## src/rtl/rv32_types.sv

```systemverilog
// Shared types for the RV32 store path: memory op encodings, the store
// buffer entry layout and the machine word.
package rv32_types;

    typedef logic [31:0] rv32_word;

    typedef enum logic [2:0] {
        MEM_NONE = 3'd0,
        MEM_SB   = 3'd1,
        MEM_SH   = 3'd2,
        MEM_SW   = 3'd3,
        MEM_LB   = 3'd4,
        MEM_LH   = 3'd5,
        MEM_LW   = 3'd6
    } mem_op_t;

    // Stored address is the word address; the byte offset lives in wstrb.
    typedef struct packed {
        logic [29:0] addr;
        rv32_word    wdata;
        logic [3:0]  wstrb;
    } store_entry_t;

    function automatic logic is_store_op(input mem_op_t op);
        return (op == MEM_SB) || (op == MEM_SH) || (op == MEM_SW);
    endfunction

endpackage

```

## src/rtl/rv32_store_fix.sv

```systemverilog
// Combinational store formatter: lane-replicates store data and builds byte
// strobes. Misalignment detection only when RV32_STORE_MISALIGN_TRAP_EN is defined.
module rv32_store_fix
    import rv32_types::*;
(
    input  mem_op_t    i_op,
    input  logic [1:0] i_addr_lo,
    input  rv32_word   i_data,
    output rv32_word   o_wdata,
    output logic [3:0] o_wstrb,
    output logic       o_is_store,
    output logic       o_misaligned
);

    always_comb begin
        o_wdata    = '0;
        o_wstrb    = 4'b0000;
        o_is_store = 1'b0;
        case (i_op)
            MEM_SB: begin
                o_wdata    = {4{i_data[7:0]}};
                o_wstrb    = 4'b0001 << i_addr_lo;
                o_is_store = 1'b1;
            end
            MEM_SH: begin
                o_wdata    = {2{i_data[15:0]}};
                o_wstrb    = i_addr_lo[1] ? 4'b1100 : 4'b0011;
                o_is_store = 1'b1;
            end
            MEM_SW: begin
                o_wdata    = i_data;
                o_wstrb    = 4'b1111;
                o_is_store = 1'b1;
            end
            default: ;
        endcase
    end

`ifdef RV32_STORE_MISALIGN_TRAP_EN
    assign o_misaligned = ((i_op == MEM_SH) && i_addr_lo[0]) ||
                          ((i_op == MEM_SW) && (i_addr_lo != 2'b00));
`else
    assign o_misaligned = 1'b0;
`endif

endmodule

```

## src/rtl/rv32_store_buffer.sv

```systemverilog
// Store buffer: formats stores, queues them in a DEPTH-entry FIFO, drains them
// over a req/gnt port and flags load hazards. RV32_STORE_MISALIGN_TRAP_EN drops misaligned stores.
module rv32_store_buffer
    import rv32_types::*;
#(
    parameter int DEPTH = 4
) (
    input  logic                         i_clk,
    input  logic                         i_rst,
    input  logic                         i_st_valid,
    input  mem_op_t                      i_st_op,
    input  logic [31:0]                  i_st_addr,
    input  logic [31:0]                  i_st_data,
    output logic                         o_st_ready,
    output logic                         o_st_misaligned,
    input  logic                         i_ld_check_valid,
    input  logic [31:0]                  i_ld_check_addr,
    output logic                         o_ld_hazard,
    output logic                         o_mem_req,
    input  logic                         i_mem_gnt,
    output logic [31:0]                  o_mem_addr,
    output logic [31:0]                  o_mem_wdata,
    output logic [3:0]                   o_mem_wstrb,
    output logic                         o_empty,
    output logic [$clog2(DEPTH+1)-1:0]   o_count
);

    localparam int PW = $clog2(DEPTH);
    localparam int CW = $clog2(DEPTH+1);

    store_entry_t     r_mem [DEPTH];
    logic [DEPTH-1:0] r_valid;
    logic [PW-1:0]    r_wr_ptr;
    logic [PW-1:0]    r_rd_ptr;
    logic [CW-1:0]    r_count;

    rv32_word     w_wdata;
    logic [3:0]   w_wstrb;
    logic         w_is_store;
    logic         w_misaligned;
    logic         w_full;
    logic         w_push;
    logic         w_pop;
    store_entry_t w_head;
    logic         w_unused_ld;

    rv32_store_fix u_fix (
        .i_op         (i_st_op),
        .i_addr_lo    (i_st_addr[1:0]),
        .i_data       (i_st_data),
        .o_wdata      (w_wdata),
        .o_wstrb      (w_wstrb),
        .o_is_store   (w_is_store),
        .o_misaligned (w_misaligned)
    );

    // Byte offset of the load is irrelevant: the hazard compare is word-granular.
    assign w_unused_ld = ^i_ld_check_addr[1:0];

    assign w_full          = (r_count == CW'(DEPTH));
    assign o_st_ready      = !w_full;
    assign o_st_misaligned = i_st_valid && w_misaligned;
    assign o_empty         = (r_count == '0);
    assign o_count         = r_count;
    assign o_mem_req       = !o_empty;

    assign w_push = i_st_valid && o_st_ready && w_is_store && !w_misaligned;
    assign w_pop  = o_mem_req && i_mem_gnt;

    assign w_head      = r_mem[r_rd_ptr];
    assign o_mem_addr  = {w_head.addr, 2'b00};
    assign o_mem_wdata = w_head.wdata;
    assign o_mem_wstrb = w_head.wstrb;

    always_comb begin
        o_ld_hazard = 1'b0;
        for (int i = 0; i < DEPTH; i++) begin
            if (r_valid[i] && (r_mem[i].addr == i_ld_check_addr[31:2])) begin
                o_ld_hazard = 1'b1;
            end
        end
        o_ld_hazard = o_ld_hazard && i_ld_check_valid;
    end

    // Entry payload carries no reset; r_valid/r_count qualify it.
    always_ff @(posedge i_clk) begin
        if (w_push) begin
            r_mem[r_wr_ptr] <= '{addr: i_st_addr[31:2], wdata: w_wdata, wstrb: w_wstrb};
        end
    end

    always_ff @(posedge i_clk or posedge i_rst) begin
        if (i_rst) begin
            r_wr_ptr <= '0;
            r_rd_ptr <= '0;
            r_count  <= '0;
            r_valid  <= '0;
        end else begin
            if (w_push) begin
                r_wr_ptr <= r_wr_ptr + PW'(1);
            end
            if (w_pop) begin
                r_rd_ptr <= r_rd_ptr + PW'(1);
            end
            case ({w_push, w_pop})
                2'b10:   r_count <= r_count + CW'(1);
                2'b01:   r_count <= r_count - CW'(1);
                default: r_count <= r_count;
            endcase
            // Push and pop never target the same slot: push needs !full, pop needs !empty.
            for (int i = 0; i < DEPTH; i++) begin
                if (w_pop && (r_rd_ptr == PW'(i))) begin
                    r_valid[i] <= 1'b0;
                end else if (w_push && (r_wr_ptr == PW'(i))) begin
                    r_valid[i] <= 1'b1;
                end
            end
        end
    end

endmodule

```

## config.mk

```make
export PLATFORM = sky130hd
export DESIGN_NAME = rv32_store_buffer
export DESIGN_NICKNAME = d
export VERILOG_FILES = /design/src/rtl/rv32_types.sv /design/src/rtl/rv32_store_fix.sv /design/src/rtl/rv32_store_buffer.sv
export SDC_FILE = /design/constraint.sdc
export NUM_CORES = 1
export LEC_CHECK = 0
export CAP_MARGIN = 20
export CORE_MARGIN = 2
export CORE_UTILIZATION = 58
export CTS_BUF_LIST = sky130_fd_sc_hd__clkbuf_2 sky130_fd_sc_hd__clkbuf_4 sky130_fd_sc_hd__clkbuf_8
export DETAILED_ROUTE_END_ITERATION = 10
export PLACE_DENSITY = 0.91
export SYNTH_ARGS = -nofsm -noshare
export SYNTH_HDL_FRONTEND = slang
export SYNTH_HIERARCHICAL = 1
export SYNTH_SLANG_ARGS = --single-unit
```

## constraint.sdc

```tcl
create_clock -name i_clk -period 6.5 [get_ports i_clk]
set_clock_uncertainty 0.15 [all_clocks]
set_input_delay 0.65 -clock i_clk [delete_from_list [all_inputs] [get_ports i_clk]]
set_output_delay 0.65 -clock i_clk [all_outputs]
set_load 0.02 [all_outputs]
```

==> flow_metrics.tcl, run 1 <==
set metrics [dict create \
    global_route.usage.total 0.248 \
    first_pass_iters 5 \
    synth.top_cells.by_area "sky130_fd_sc_hd__edfxtp_1 65%, sky130_fd_sc_hd__mux4_2 12%, sky130_fd_sc_hd__xnor2_1 5.1%" \
    post-route-period-util 0.636 \
    preCtsSetupSlack_ns 2.11 \
    route.detailed.wl_per_inst_um 23.4 \
    cp_data_required_time_ns 5.70 \
    finalHoldWorstSlack_ns 0.293 \
    die_w_um 149 \
    postRouteWirelength_um 27300 \
    cell_with_the_largest_stage_delay_on_the_worst_path "sky130_fd_sc_hd__clkdlybuf4s50_1" \
    worst_r2r_endpoint "r_mem[0][7]$_DFFE_PP_" \
    library_cells_used_by_synthesis 35 \
    pin_count 180 \
    crit_path_max_fanout 4 \
    timing.reg2reg.worst_path_depth 5 \
    timing.critical_path.cells "clkdlybuf4s50_1 -> xnor2_2 -> nand4_1 -> nor4_1 -> nand4_1 -> a41oi_2 -> clkdlybuf4s50_1" \
    fin_ws_ns 2.36 \
    drt-initial-drc-count 526 \
    dieArea_um2 22300 \
    critPathKind "primary input to primary output" \
    cts_repair_resize_count 0 \
    most-common-layout-cells "264 x sky130_fd_sc_hd__edfxtp_1, 174 x sky130_fd_sc_hd__clkdlybuf4s50_1, 71 x sky130_fd_sc_hd__xnor2_1, 66 x sky130_fd_sc_hd__mux4_2, 46 x sky130_fd_sc_hd__xor2_1" \
    timing.final.hold_violations 0 \
    start_util 0.587 \
    cts_tree "done" \
    sum_of_overflow_across_all_layers_after_global_routing 0 \
    core-area_um2 20900 \
    clock_tree.htree_level_count 2 \
    final_max_slew_viol_count 0 \
    clock.fmax_mhz 242 \
    setup.worst_path.end "o_ld_hazard" \
    setup_viol 0 \
    synth_cells 674 \
    layout_commonest_cell "sky130_fd_sc_hd__edfxtp_1" \
    ys_seq_elements 275 \
    startpoint_type "primary input" \
    crit_start "i_ld_check_addr[16]" \
    grt_antenna_before_repair 2 \
    design.final.nets 971 \
    outcome "complete, no violations" \
    grt_max_degree 45 \
    drc_errors 0 \
    number_of_buffers_between_clock_root_and_the_deepest_sink 3 \
    clock_sinks 275 \
    drive_gt1_frac 0.182 \
    place.detailed.hpwl_um 18900 \
    clk_transition_reported_paths_ns 0.06 \
    clk_latency_ns 0.52 \
    worstPathArrival_ns 3.34 \
    vdd.ir_drop.worst_v 0.000213 \
    synth-seq-area-share 0.669 \
    hold_path_class "primary input to asynchronous set/reset pin" \
    max_cap_violations 0 \
    synth_top_area_frac 0.646 \
    syn-mean-instance-area_um2 18.2 \
    syn-cell-area_um2 12300 \
    timing.max_slew.rel_slack 0.324 \
    finalWorstPathRequiredPeriod_ns 4.14 \
    timing.critical_path.to_type "primary output" \
    synth.yosys.warnings 6 \
    routed-via-count 6883 \
    detail_route.vias_per_cell 5.92 \
    io_buffer_count 174 \
    rsz0062_at_grt "false" \
    timing_worst_slew_pin_value_ns 1.01 \
    post_cts_hold_buffer_count 0 \
    p_per_area_nw_per_um2 356 \
    row_count 53 \
    grt_pass1_vias 7139 \
    total_leakage_power_nw 4.95 \
    gpl.final_weighted_congestion 0.843 \
    family_with_the_most_delay_on_the_worst_path "buffers and inverters" \
    syn_to_final_growth_pct 21.7 \
    grt_first_pass_wirelength_um 41000 \
    reg_to_reg_slack_setup_ns 3.76 \
    setup_tns_ns 0 \
    clockRootBuffer "sky130_fd_sc_hd__clkbuf_8" \
    final_antenna_net_count 0 \
    cts.repair_timing.setup_buffer_count 0 \
    cp_num_buf_inv 2 \
    cts_buf_count 43 \
    chipHeight_um 149 \
    max_stage_delay_ns 0.63 \
    synth_largest_area_cell "sky130_fd_sc_hd__edfxtp_1" \
    reg2reg_from "o_count[0]$_DFFE_PP0P_" \
    timing.critical_path.depth 7 \
]
[flip-flops by register name, indices dropped and copies added, names as in the netlist]
register / cells
r_rd_ptr: 2
r_mem: 264
r_wr_ptr: 2
r_valid: 4
o_count: 3
[synth_stat cells]
library cell and instances:
sky130_fd_sc_hd__edfxtp_1 264, sky130_fd_sc_hd__xnor2_1 71, sky130_fd_sc_hd__mux4_2 66, sky130_fd_sc_hd__xor2_1 46, sky130_fd_sc_hd__nand4_1 24, sky130_fd_sc_hd__nand2_1 18, sky130_fd_sc_hd__mux2i_1 17, sky130_fd_sc_hd__buf_6 16
sky130_fd_sc_hd__nor4_1 16, sky130_fd_sc_hd__o22ai_1 16, sky130_fd_sc_hd__and2_1 14, sky130_fd_sc_hd__a21oi_1 12, sky130_fd_sc_hd__buf_2 12, sky130_fd_sc_hd__inv_1 12, sky130_fd_sc_hd__dfrtp_1 11, sky130_fd_sc_hd__buf_4 10
sky130_fd_sc_hd__ha_1 9, sky130_fd_sc_hd__xnor2_2 8, sky130_fd_sc_hd__a2bb2oi_1 4, sky130_fd_sc_hd__clkbuf_2 4, sky130_fd_sc_hd__buf_1 3, sky130_fd_sc_hd__nand3_1 3, sky130_fd_sc_hd__o21ai_0 3, sky130_fd_sc_hd__conb_1 2
sky130_fd_sc_hd__nand3b_1 2, sky130_fd_sc_hd__nor2_1 2, sky130_fd_sc_hd__a41oi_2 1, sky130_fd_sc_hd__and2b_1 1, sky130_fd_sc_hd__and4b_1 1, sky130_fd_sc_hd__clkbuf_1 1, sky130_fd_sc_hd__fa_1 1, sky130_fd_sc_hd__nand2b_1 1
sky130_fd_sc_hd__nor2_2 1, sky130_fd_sc_hd__o21ai_1 1, sky130_fd_sc_hd__or3_4 1
[worst min-delay path by stage]
stage / start / to / cells after the start
5_1_grt: i_rst / r_rd_ptr[0]$_DFFE_PP0P_ / 2
3_3_place_gp: o_count[2]$_DFFE_PP0P_ / o_count[2]$_DFFE_PP0P_ / 1
3_5_place_dp: o_count[2]$_DFFE_PP0P_ / o_count[2]$_DFFE_PP0P_ / 1
2_1_floorplan: i_rst / o_count[0]$_DFFE_PP0P_ / 1
4_1_cts: i_rst / r_valid[0]$_DFFE_PP0P_ / 2
6_report: i_rst / o_count[2]$_DFFE_PP0P_ / 2
[cell type report]
cell class	instances	area [µm²]
inverters	12	45.0
clock buffers	68	786
multi-input cells	342	3680
well taps	275	344
fillers	1336	5960
flip-flops and latches	275	8210
clock inverters	7	30.0
diodes	1	2.50
repair buffers	183	1830
[cells by family after synthesis]
| kind of cell | after synthesis | share of synthesized area |
|---|---|---|
| adders and majority gates | 10 | 0.0108 |
| buffers and inverters | 58 | 0.0322 |
| other | 2 | 0.000612 |
| DFF | 275 | 0.669 |
| AOI/OAI and AO/OA | 37 | 0.0189 |
| and+or+nand+nor | 84 | 0.0395 |
| muxes | 83 | 0.135 |
| xor gates and xnor gates | 125 | 0.0942 |
[stage by stage]
step	cells	util	total power [mW]	instance area, µm²
finish	1163	0.715	5.31	14900
global placement	1087	0.675	3.97	14100
detailed placement	1087	0.675	3.98	14100
floorplan	675	-	3.29	12300
CTS	1162	0.714	5.35	14900
global route	1162	0.714	5.51	14900
[power breakdown]
| part | switching, mW | internal (mW) | total (mW) |
|---|---|---|---|
| Sequential | 0.172 | 2.06 | 2.23 |
| Combinational | 0.812 | 0.901 | 1.71 |
| Clock | 0.607 | 0.760 | 1.37 |
[layer usage]
metal  share of wire  track usage  vias to the layer above
met5         0.00048            0                        -
li1                -            -                     3002
met4           0.025       0.0786                        2
met2            0.51        0.430                      378
met1            0.37        0.310                     3446
met3           0.094       0.0616                       55
No activity file was read; power rests on OpenSTA's default activity.
==> inputs of run 2 (changes only) <==
--- a/config.mk
+++ b/config.mk
@@ -7,10 +7,10 @@
 export LEC_CHECK = 0
 export CAP_MARGIN = 20
 export CORE_MARGIN = 2
-export CORE_UTILIZATION = 58
+export CORE_UTILIZATION = 51
 export CTS_BUF_LIST = sky130_fd_sc_hd__clkbuf_2 sky130_fd_sc_hd__clkbuf_4 sky130_fd_sc_hd__clkbuf_8
 export DETAILED_ROUTE_END_ITERATION = 10
-export PLACE_DENSITY = 0.91
+export PLACE_DENSITY = 0.86
 export SYNTH_ARGS = -nofsm -noshare
 export SYNTH_HDL_FRONTEND = slang
 export SYNTH_HIERARCHICAL = 1
==> constraint.sdc (replaced) <==
create_clock -name i_clk -period 3.36 [get_ports i_clk]
set_clock_uncertainty 0.15 [all_clocks]
set_input_delay 0.336 -clock i_clk [delete_from_list [all_inputs] [get_ports i_clk]]
set_output_delay 0.336 -clock i_clk [all_outputs]
set_load 0.02 [all_outputs]
==> run 2 against run 1 <==
Net effect:
- global-route usage decreased by 2.9 points
- utilization down 6.7 points
- setup slack got worse by 2.1 ns
- sequential power up 85%
- wire length is 2.1% higher
- critical path type is now register to primary output
- largest cell class unchanged
- highest routed layer unchanged
==> flow_metrics.tcl, run 2 (same netlist as run 1, synthesis figures left out) <==
set metrics [dict create \
    critPathKind "register to primary output" \
    setup_tns_ns 0 \
    io_buffer_count 174 \
    first_pass_iters 5 \
    grt_pass1_vias 7314 \
    cts_tree "done" \
    chipHeight_um 159 \
    gpl.final_weighted_congestion 0.872 \
    start_util 0.521 \
    route.detailed.wl_per_inst_um 22.7 \
    place.detailed.hpwl_um 19300 \
    p_per_area_nw_per_um2 689 \
    clock.fmax_mhz 323 \
    clk_transition_reported_paths_ns 0.06 \
    max_cap_violations 0 \
    layout.cells.non_filler 1226 \
    worst_r2r_endpoint "o_count[2]$_DFFE_PP0P_" \
    max_ffs_per_register 264 \
    outcome "complete, no violations" \
    finalWorstPathRequiredPeriod_ns 3.10 \
    worstPathArrival_ns 2.61 \
    clk_latency_ns 0.53 \
    drive_gt1_frac 0.200 \
    number_of_buffers_between_clock_root_and_the_deepest_sink 3 \
    clock_sinks 275 \
    most-common-layout-cells "264 x sky130_fd_sc_hd__edfxtp_1, 173 x sky130_fd_sc_hd__clkdlybuf4s50_1, 70 x sky130_fd_sc_hd__xnor2_1, 66 x sky130_fd_sc_hd__mux4_2, 51 x sky130_fd_sc_hd__clkbuf_8" \
    core-area_um2 23500 \
    reg2reg_from "o_count[0]$_DFFE_PP0P_" \
    timing.max_slew.rel_slack 0.574 \
    clockRootBuffer "sky130_fd_sc_hd__clkbuf_8" \
    drt-initial-drc-count 624 \
    grt_antenna_before_repair 2 \
    total_leakage_power_nw 5.09 \
    vdd.ir_drop.worst_v 0.000443 \
    hold_depth 1 \
    fin_ws_ns 0.260 \
    timing_worst_slew_pin_value_ns 0.634 \
    cts_buf_count 43 \
    grt_max_degree 41 \
    startpoint_type "register" \
    row_count 56 \
    dieArea_um2 25300 \
    postRouteWirelength_um 27900 \
    routed-via-count 6906 \
    preCtsSetupSlack_ns 0.163 \
    regMostFlops "r_mem" \
    final_core_utilization 0.647 \
    layout_commonest_cell "sky130_fd_sc_hd__edfxtp_1" \
    design.final.nets 991 \
    grt_first_pass_wirelength_um 42200 \
    sum_of_overflow_across_all_layers_after_global_routing 0 \
    crit_path_max_fanout 12 \
    hold-path-endpoint "r_mem[2][50]$_DFFE_PP_" \
    timing.critical_path.to_type "primary output" \
    placed_area_um2 14300 \
    die_w_um 159 \
    totalPowerFinal_mw 10.5 \
    timing.reg2reg.worst_path_depth 8 \
    final_max_slew_viol_count 0 \
    placed_cell_count 1149 \
    global_route.usage.total 0.220 \
    drc_errors 0 \
    rsz0062_at_grt "false" \
    min_from "i_st_addr[16]" \
    pin_count 180 \
    hold_path_class "primary input to register" \
    setup_viol 0 \
    finalHoldWorstSlack_ns 0.270 \
    final_antenna_net_count 0 \
    post-route-period-util 0.923 \
    syn_to_final_growth_pct 24.3 \
    finalInstanceArea_um2 15200 \
    clock_tree.htree_level_count 2 \
    detail_route.vias_per_cell 5.63 \
    timing.final.hold_violations 0 \
    reg_to_reg_slack_setup_ns 1.06 \
    antenna_cells 0 \
    cp_data_required_time_ns 2.87 \
]
[run 2: cell count changes in the layout (fill, tap and decap cells not counted), moves of 4 or more]
| cell | delta |
|---|---|
| sky130_fd_sc_hd__buf_12 | +4 |
| sky130_fd_sc_hd__buf_4 | +14 |
| sky130_fd_sc_hd__clkbuf_4 | -12 |
| sky130_fd_sc_hd__clkbuf_8 | +7 |
| sky130_fd_sc_hd__clkinv_2 | +4 |
[run 2: report_power, final]
| part | switching (mW) | internal [mW] | total (mW) |
|---|---|---|---|
| Clock | 1.23 | 1.51 | 2.74 |
| Combinational | 1.80 | 1.84 | 3.64 |
| Sequential | 0.149 | 3.98 | 4.13 |
| Total | 3.18 | 7.33 | 10.5 |
[run 2: how the worst max path moves through the flow]
stage	start	to	slack, ns	depth (start not counted)
2_1_floorplan	o_count[0]$_DFFE_PP0P_	r_mem[0][0]$_DFFE_PP_	0.02	5
4_1_cts	r_rd_ptr[0]$_DFFE_PP0P_	o_mem_wdata[14]	0.05	3
6_report	r_rd_ptr[0]$_DFFE_PP0P_	o_mem_wdata[14]	0.26	3
3_3_place_gp	i_ld_check_addr[5]	o_ld_hazard	0.18	7
5_1_grt	r_mem[0][55]$_DFFE_PP_	o_ld_hazard	0.15	8
3_5_place_dp	i_ld_check_addr[2]	o_ld_hazard	0.16	6
[run 2: final cells by class]
cell class	instances	area (µm²)
tap	319	399
sequential	275	8210
clock buffer	63	792
timing repair buffer	203	2050
inverter	12	45.0
fill	1636	8300
multi-input combinational	342	3680
clock inverter	12	58.8
[run 2: timing repair]
action / in CTS / in global routing
hold buffers: 1 / 0
setup endpoints to repair: 1 / 5
hold endpoints to repair: 11 / 0
gates resized for setup: 2 / 0
buffers inserted: 0 / 1
[run 2: critical path: stages (launching register included)]
cell,delay (ns)
sky130_fd_sc_hd__dfrtp_4,0.62
sky130_fd_sc_hd__buf_4,0.29
sky130_fd_sc_hd__mux4_2,0.58
sky130_fd_sc_hd__clkdlybuf4s50_1,0.57
[run 2: per-layer routing]
metal,vias up,share of wire,GRT usage
met5,-,0.0010,0
li1,3043,-,-
met3,67,0.093,0.0643
met4,4,0.030,0.0826
met1,3431,0.37,0.270
met2,361,0.50,0.371
==> inputs of run 3 (changes only) <==
--- a/config.mk
+++ b/config.mk
@@ -9,7 +9,9 @@
 export CORE_MARGIN = 2
 export CORE_UTILIZATION = 51
 export CTS_BUF_LIST = sky130_fd_sc_hd__clkbuf_2 sky130_fd_sc_hd__clkbuf_4 sky130_fd_sc_hd__clkbuf_8
+export CTS_CLUSTER_SIZE = 14
 export DETAILED_ROUTE_END_ITERATION = 10
+export HOLD_SLACK_MARGIN = 0.03
 export PLACE_DENSITY = 0.86
 export SYNTH_ARGS = -nofsm -noshare
 export SYNTH_HDL_FRONTEND = slang
==> run 3 against run 2 <==
Net effect:
- power grew 0.34%
- combinational power about the same
- maximum frequency is 0.10% higher
- global-route usage barely moved
- die area unchanged
- setup slack better by 0.0032 ns
- sequential cell count stayed put
- sequential power is essentially flat
- utilization increased by 0.090 points
- critical path depth unchanged
- cell count up 0.33%
==> flow_metrics.tcl, run 3 (same netlist as run 1, synthesis figures left out) <==
set metrics [dict create \
    outcome "complete, no violations" \
    finalInstanceArea_um2 15300 \
    clk_latency_ns 0.54 \
    total_leakage_power_nw 5.11 \
    place.detailed.hpwl_um 19300 \
    clock.fmax_mhz 323 \
    max_stage_delay_ns 0.62 \
    clk_transition_reported_paths_ns 0.06 \
    drive_gt1_frac 0.202 \
    drt-initial-drc-count 642 \
    cp_num_buf_inv 2 \
    combPwrFrac 0.345 \
    first_pass_iters 5 \
    post-route-period-util 0.922 \
    core-area_um2 23500 \
    worstPathArrival_ns 2.61 \
    detail_route.vias_per_cell 5.61 \
    swShare 0.303 \
    io_buffer_count 174 \
    cts_tree "done" \
    timing_worst_slew_pin_value_ns 0.625 \
    route.detailed.wl_per_inst_um 22.6 \
    hold_path_class "primary input to register" \
    start_util 0.521 \
    sequentialPowerShare 0.392 \
    global_route.usage.total 0.220 \
    final_core_utilization 0.648 \
    final_max_slew_viol_count 0 \
    pin_count 180 \
    finalHoldWorstSlack_ns 0.271 \
    placed_area_um2 14300 \
    clock_sinks 275 \
    startpoint_type "register" \
    p_sw_mw 3.19 \
    postRouteWirelength_um 27800 \
    placed_cell_count 1149 \
    max_cap_violations 0 \
    rsz0062_at_grt "false" \
    grt_first_pass_wirelength_um 42300 \
    grt_antenna_before_repair 2 \
    fin_ws_ns 0.263 \
    cell_internal_pwr_mw 7.35 \
    family_with_the_most_delay_on_the_worst_path "buffers and inverters" \
    gpl.final_weighted_congestion 0.872 \
    layout_commonest_cell "sky130_fd_sc_hd__edfxtp_1" \
    vdd.ir_drop.worst_v 0.000433 \
    syn_to_final_growth_pct 24.4 \
    dieArea_um2 25300 \
    reg2reg_from "o_count[0]$_DFFE_PP0P_" \
    preCtsSetupSlack_ns 0.163 \
    grt_max_degree 41 \
    cell_with_the_largest_stage_delay_on_the_worst_path "sky130_fd_sc_hd__dfrtp_4" \
    die_w_um 159 \
    timing.critical_path.cells "buf_4 -> mux4_2 -> clkdlybuf4s50_1" \
    power_frac_clock 0.264 \
    setup_viol 0 \
    crit_start "r_rd_ptr[0]$_DFFE_PP0P_" \
    critPathKind "register to primary output" \
    design.final.nets 991 \
    max_ffs_per_register 264 \
    clockRootBuffer "sky130_fd_sc_hd__clkbuf_8" \
    antenna_cells 0 \
    clock_tree.htree_level_count 2 \
    regMostFlops "r_mem" \
    row_count 56 \
    chipHeight_um 159 \
    totalPowerFinal_mw 10.5 \
    drc_errors 0 \
    setup_tns_ns 0 \
    final_antenna_net_count 0 \
    layout.cells.non_filler 1230 \
    timing.max_slew.rel_slack 0.579 \
    timing.final.hold_violations 0 \
    cp_data_required_time_ns 2.87 \
    routed-via-count 6895 \
    sum_of_overflow_across_all_layers_after_global_routing 0 \
    grt_pass1_vias 7331 \
    cts_buf_count 43 \
    timing.critical_path.to_type "primary output" \
    min_from "i_st_addr[16]" \
    most-common-layout-cells "264 x sky130_fd_sc_hd__edfxtp_1, 173 x sky130_fd_sc_hd__clkdlybuf4s50_1, 70 x sky130_fd_sc_hd__xnor2_1, 66 x sky130_fd_sc_hd__mux4_2, 51 x sky130_fd_sc_hd__clkbuf_8" \
    crit_path_max_fanout 12 \
    number_of_buffers_between_clock_root_and_the_deepest_sink 3 \
    finalWorstPathRequiredPeriod_ns 3.10 \
    p_per_area_nw_per_um2 691 \
]
## run 3: cell type report
| cell class | instances | area (µm²) |
|---|---|---|
| timing repair buffer | 203 | 2050 |
| tap | 319 | 399 |
| sequential | 275 | 8210 |
| multi-input combinational | 342 | 3680 |
| fill | 1640 | 8280 |
| clock inverter | 15 | 72.6 |
| clock buffer | 64 | 800 |
| inverter | 12 | 45.0 |
## run 3: path summary, 6_finish.rpt
check | cells after the start | endpoint | slack (ns)
worst max-delay path | 3 | o_mem_wdata[14] | 0.26
worst min-delay path | 1 | r_mem[2][50]$_DFFE_PP_ | 0.27
worst max register to register | 8 | o_count[2]$_DFFE_PP0P_ | 1.08
worst min register to register | 1 | o_count[2]$_DFFE_PP0P_ | 0.37
max in group asynchronous | 3 | r_rd_ptr[0]$_DFFE_PP0P_ | 2.16
min in group asynchronous | 3 | r_rd_ptr[0]$_DFFE_PP0P_ | 0.52
## run 3: power by group through the flow
stage	Sequential, mW	Clock [mW]	Combinational (mW)
final	4.13	2.78	3.63
after global routing	4.15	2.99	3.85
after CTS	4.16	2.83	3.62
after detailed placement	4.23	0	3.59
after global placement	4.22	0	3.56
after floorplan	4.15	0	2.21
## run 3: what timing repair did
action                                  CTS  global route
resized for setup                         2             0
hold buffers                              1             0
endpoints found under the setup margin    1             4
buffers inserted                          0             1
hold endpoints to repair                 11             0
## run 3: per-layer routing
metal / up-vias / GRT usage / routed length, µm
met3: 62 / 0.0649 / 2510
met5: - / 0 / 30
met1: 3444 / 0.270 / 10500
met4: 4 / 0.0818 / 818
li1: 3043 / - / -
met2: 342 / 0.371 / 14000
==> RTL change (config.mk and constraints of run 2) <==
`DEPTH`: 4 -> 16.
--- a/src/rtl/rv32_store_buffer.sv
+++ b/src/rtl/rv32_store_buffer.sv
@@ -4,5 +4,5 @@
     import rv32_types::*;
 #(
-    parameter int DEPTH = 4
+    parameter int DEPTH = 16
 ) (
     input  logic                         i_clk,
Ports: changed (resized o_count); port bits go from 180 to 182. No check against the original RTL was run, so the function may have changed too.
==> RTL change against run 2 <==
  * The run now ends with negative setup slack left
  * Routed wire length rose to 6.3 times the old value
  * Setup slack got worse by 0.67 ns
  * Critical endpoint is now o_ld_hazard
  * Synthesized area grew to 3.9 times the old value
  * Sequential cell count increased by 810
  * Synthesized cell count rose to 3.6 times the old value
  * Final cell count rose to 3.7 times the old value
  * Sequential share of layout area is 1.0 points higher
  * Clock power increased to 4.2 times the old value
  * Via count grew to 4.2 times the old value
  * Total power rose to 4.2 times the old value
  * Fmax shrank 18%
  * Final area rose to 3.9 times the old value
  * Non-clock buffer count up 488
==> RTL change: results (changes against run 2) <==
| Metric | Value |
|---|---|
| Outcome | finished, violations left |
| Failing checks | negative setup slack |
| Met2 usage | 59.3% (+22 points) |
| Static Leak | 0.0199 uW (+290%) |
| Worst Slack Setup Final | -0.409 ns (-0.668 ns) |
| # H-tree levels | 4 (+2) |
| Synth cell types | 40 (+14%) |
| Setup-failing EPs final | 66 (+66) |
| Share of layout cells above drive strength 1 | 37.5% (+18 points) |
| CP Max Fanout | 2 (-10) |
| Type of the worst min-delay path | in -> async |
| Reg2reg setup slack | 0.38 ns (-0.68 ns) |
| Largest net degree at the start of global routing | 49 (+20%) |
| GP Congestion | 1.08 (+24%) |
| Avg WL per Cell | 39.0 um (+72%) |
| R2R Path End | o_count[4] |
| Global Route Usage Sum | 36.5% (+15 points) |
| R2R Path Start | o_count[2] |
| Drt first pass iters | 6 (+1) |
| NumNets Final | 3228 (+230%) |
| Vias in the first global route | 29200 (+300%) |
| Routed vias/inst | 6.49 (+15%) |
| Max FFs per register | 1056 (+300%) |
| Top post-synthesis cells by count | 1056 x edfxtp_1, 327 x mux4_2, 312 x xnor2_1 |
| Synth top area cells | edfxtp_1 67%, mux4_2 16%, xnor2_1 5.8% |
| Clk slew on worst S/H paths | 0.06 ns (about the same) |
| Port Buf Inserts | 176 (+1.1%) |
| Slowest cell delay on critical path | 0.42 ns (-0.20 ns) |
| Dpl cell area | 53900 sq um (+280%) |
| Post-synth EDFFs | 1056 (+300%) |
| Met3 Resource Use GR | 7.81% (+1.4 points) |
| Final Hold Slack | 0.205 ns (-0.0647 ns) |
| Starting DRT DRC Count | 4875 (+680%) |
| Top Family by Delay on Critical Path | simple AND/OR/NAND/NOR gates |
| Worst reg2reg path depth | 12 (+4) |
| Later-pin clock latency in the skew report | 0.88 ns (+0.35 ns) |
| Hpwl dp | 113 mm (+480%) |
| Slowest CP cell | edfxtp_1 |
| Sum of negative setup slack | -17.98 ns (-17.98 ns) |
| Initial antenna violation count | 15 (+13) |
| Worst vdd ir | 0.701 mV (+58%) |
| Arrival @ worst endpoint | 3.28 ns (+0.67 ns) |
| FFs w/ async S/R, synth | 2.67% (-1.3 points) |
| Sequential area share after synthesis | 68.7% (+1.8 points) |
| Routing usage on met1 | 46.0% (+19 points) |
| Num CTS Buffers | 172 (+300%) |
| Sw frac | 31.9% (+1.7 points) |
## RTL change: cell types whose count changed after synthesis, sizes merged, moves of 10 or more
cell    before   now
buf         41   114
clkbuf       5    40
dfrtp       11    29
edfxtp     264  1056
mux4        66   330
nand2       18    28
nand4       24   102
nor2         3    17
nor4        16    65
xnor2       79   312
xor2        46   179
## RTL change: stage by stage
stage                     std cells  worst slack (ns)
final                          4494            -0.409
after global routing           4491            -0.468
after CTS                      4465            -0.383
after detailed placement       4100            -0.969
after global placement         4100             -1.01
after floorplan                2400            -0.209
## RTL change: power groups by stage
stage / Clock [uW] / Combinational, uW / Sequential (uW)
floorplan: 0 / 8500 / 15700
global placement: 0 / 13300 / 16000
detailed placement: 0 / 13600 / 16100
CTS: 11400 / 15900 / 15700
global route: 12100 / 17100 / 15800
finish: 11600 / 16700 / 15800
## RTL change: metal layers
| metal | part of all wire (%) | vias to the layer above | routed length [um] |
|---|---|---|---|
| met4 | 7.6 | 16 | 13300 |
| met5 | 0.058 | - | 102 |
| met3 | 11 | 574 | 19000 |
| li1 | - | 11200 | - |
| met2 | 48 | 2495 | 83500 |
| met1 | 34 | 14900 | 59500 |
## RTL change: how the worst max path moves through the flow
stage	from	to	slack (ns)
after global routing	r_mem[1][62]	o_ld_hazard	-0.47
after floorplan	o_count[0]	r_mem[10][0]	-0.21
after CTS	r_rd_ptr[0]	o_mem_wstrb[0]	-0.38
after detailed placement	i_ld_check_addr[23]	o_ld_hazard	-0.97
final	r_mem[12][48]	o_ld_hazard	-0.41
after global placement	i_ld_check_addr[31]	o_ld_hazard	-1.01
## RTL change: worst register-to-register path, delay by kind of cell, from the launching register on
family | cells | cell delay (ns)
AO/OA/AOI/OAI | 2 | 0.37
buffers and inverters | 2 | 0.19
XOR/XNOR | 2 | 0.30
AND/OR/NAND/NOR | 4 | 0.88
adder cells (fa/ha/maj) | 2 | 0.54
flip-flops | 1 | 0.43
## RTL change: timing repair
action                                  CTS  global route
buffers inserted                         31            20
endpoints found under the setup margin   67            67
gates cloned                             23             6
hold buffers                              1             0
hold endpoints to repair                 10             0
pin swaps                                 6             2
gates resized for setup                 470            49
## RTL change: cell families after synthesis
family                   count (synthesis)  synth area share (%)
adder cells (fa/ha/maj)                 13                 0.360
XOR/XNOR                               491                  9.10
buffers and inverters                  167                  2.04
other                                    2                0.0159
multiplexers                           347                  16.1
flip-flops                            1085                  68.7
AND/OR/NAND/NOR                        239                  2.93
AO/OA/AOI/OAI                           55                 0.781
## RTL change: final cells by class
cell class | count | area (sq um)
diodes | 4 | 10.0
flip-flops and latches | 1085 | 32500
repair buffers | 691 | 7550
multi-input cells | 1148 | 14100
fillers | 5944 | 32600
inverters | 13 | 53.8
clock buffers | 230 | 2830
clock inverters | 80 | 587
well taps | 1243 | 1560
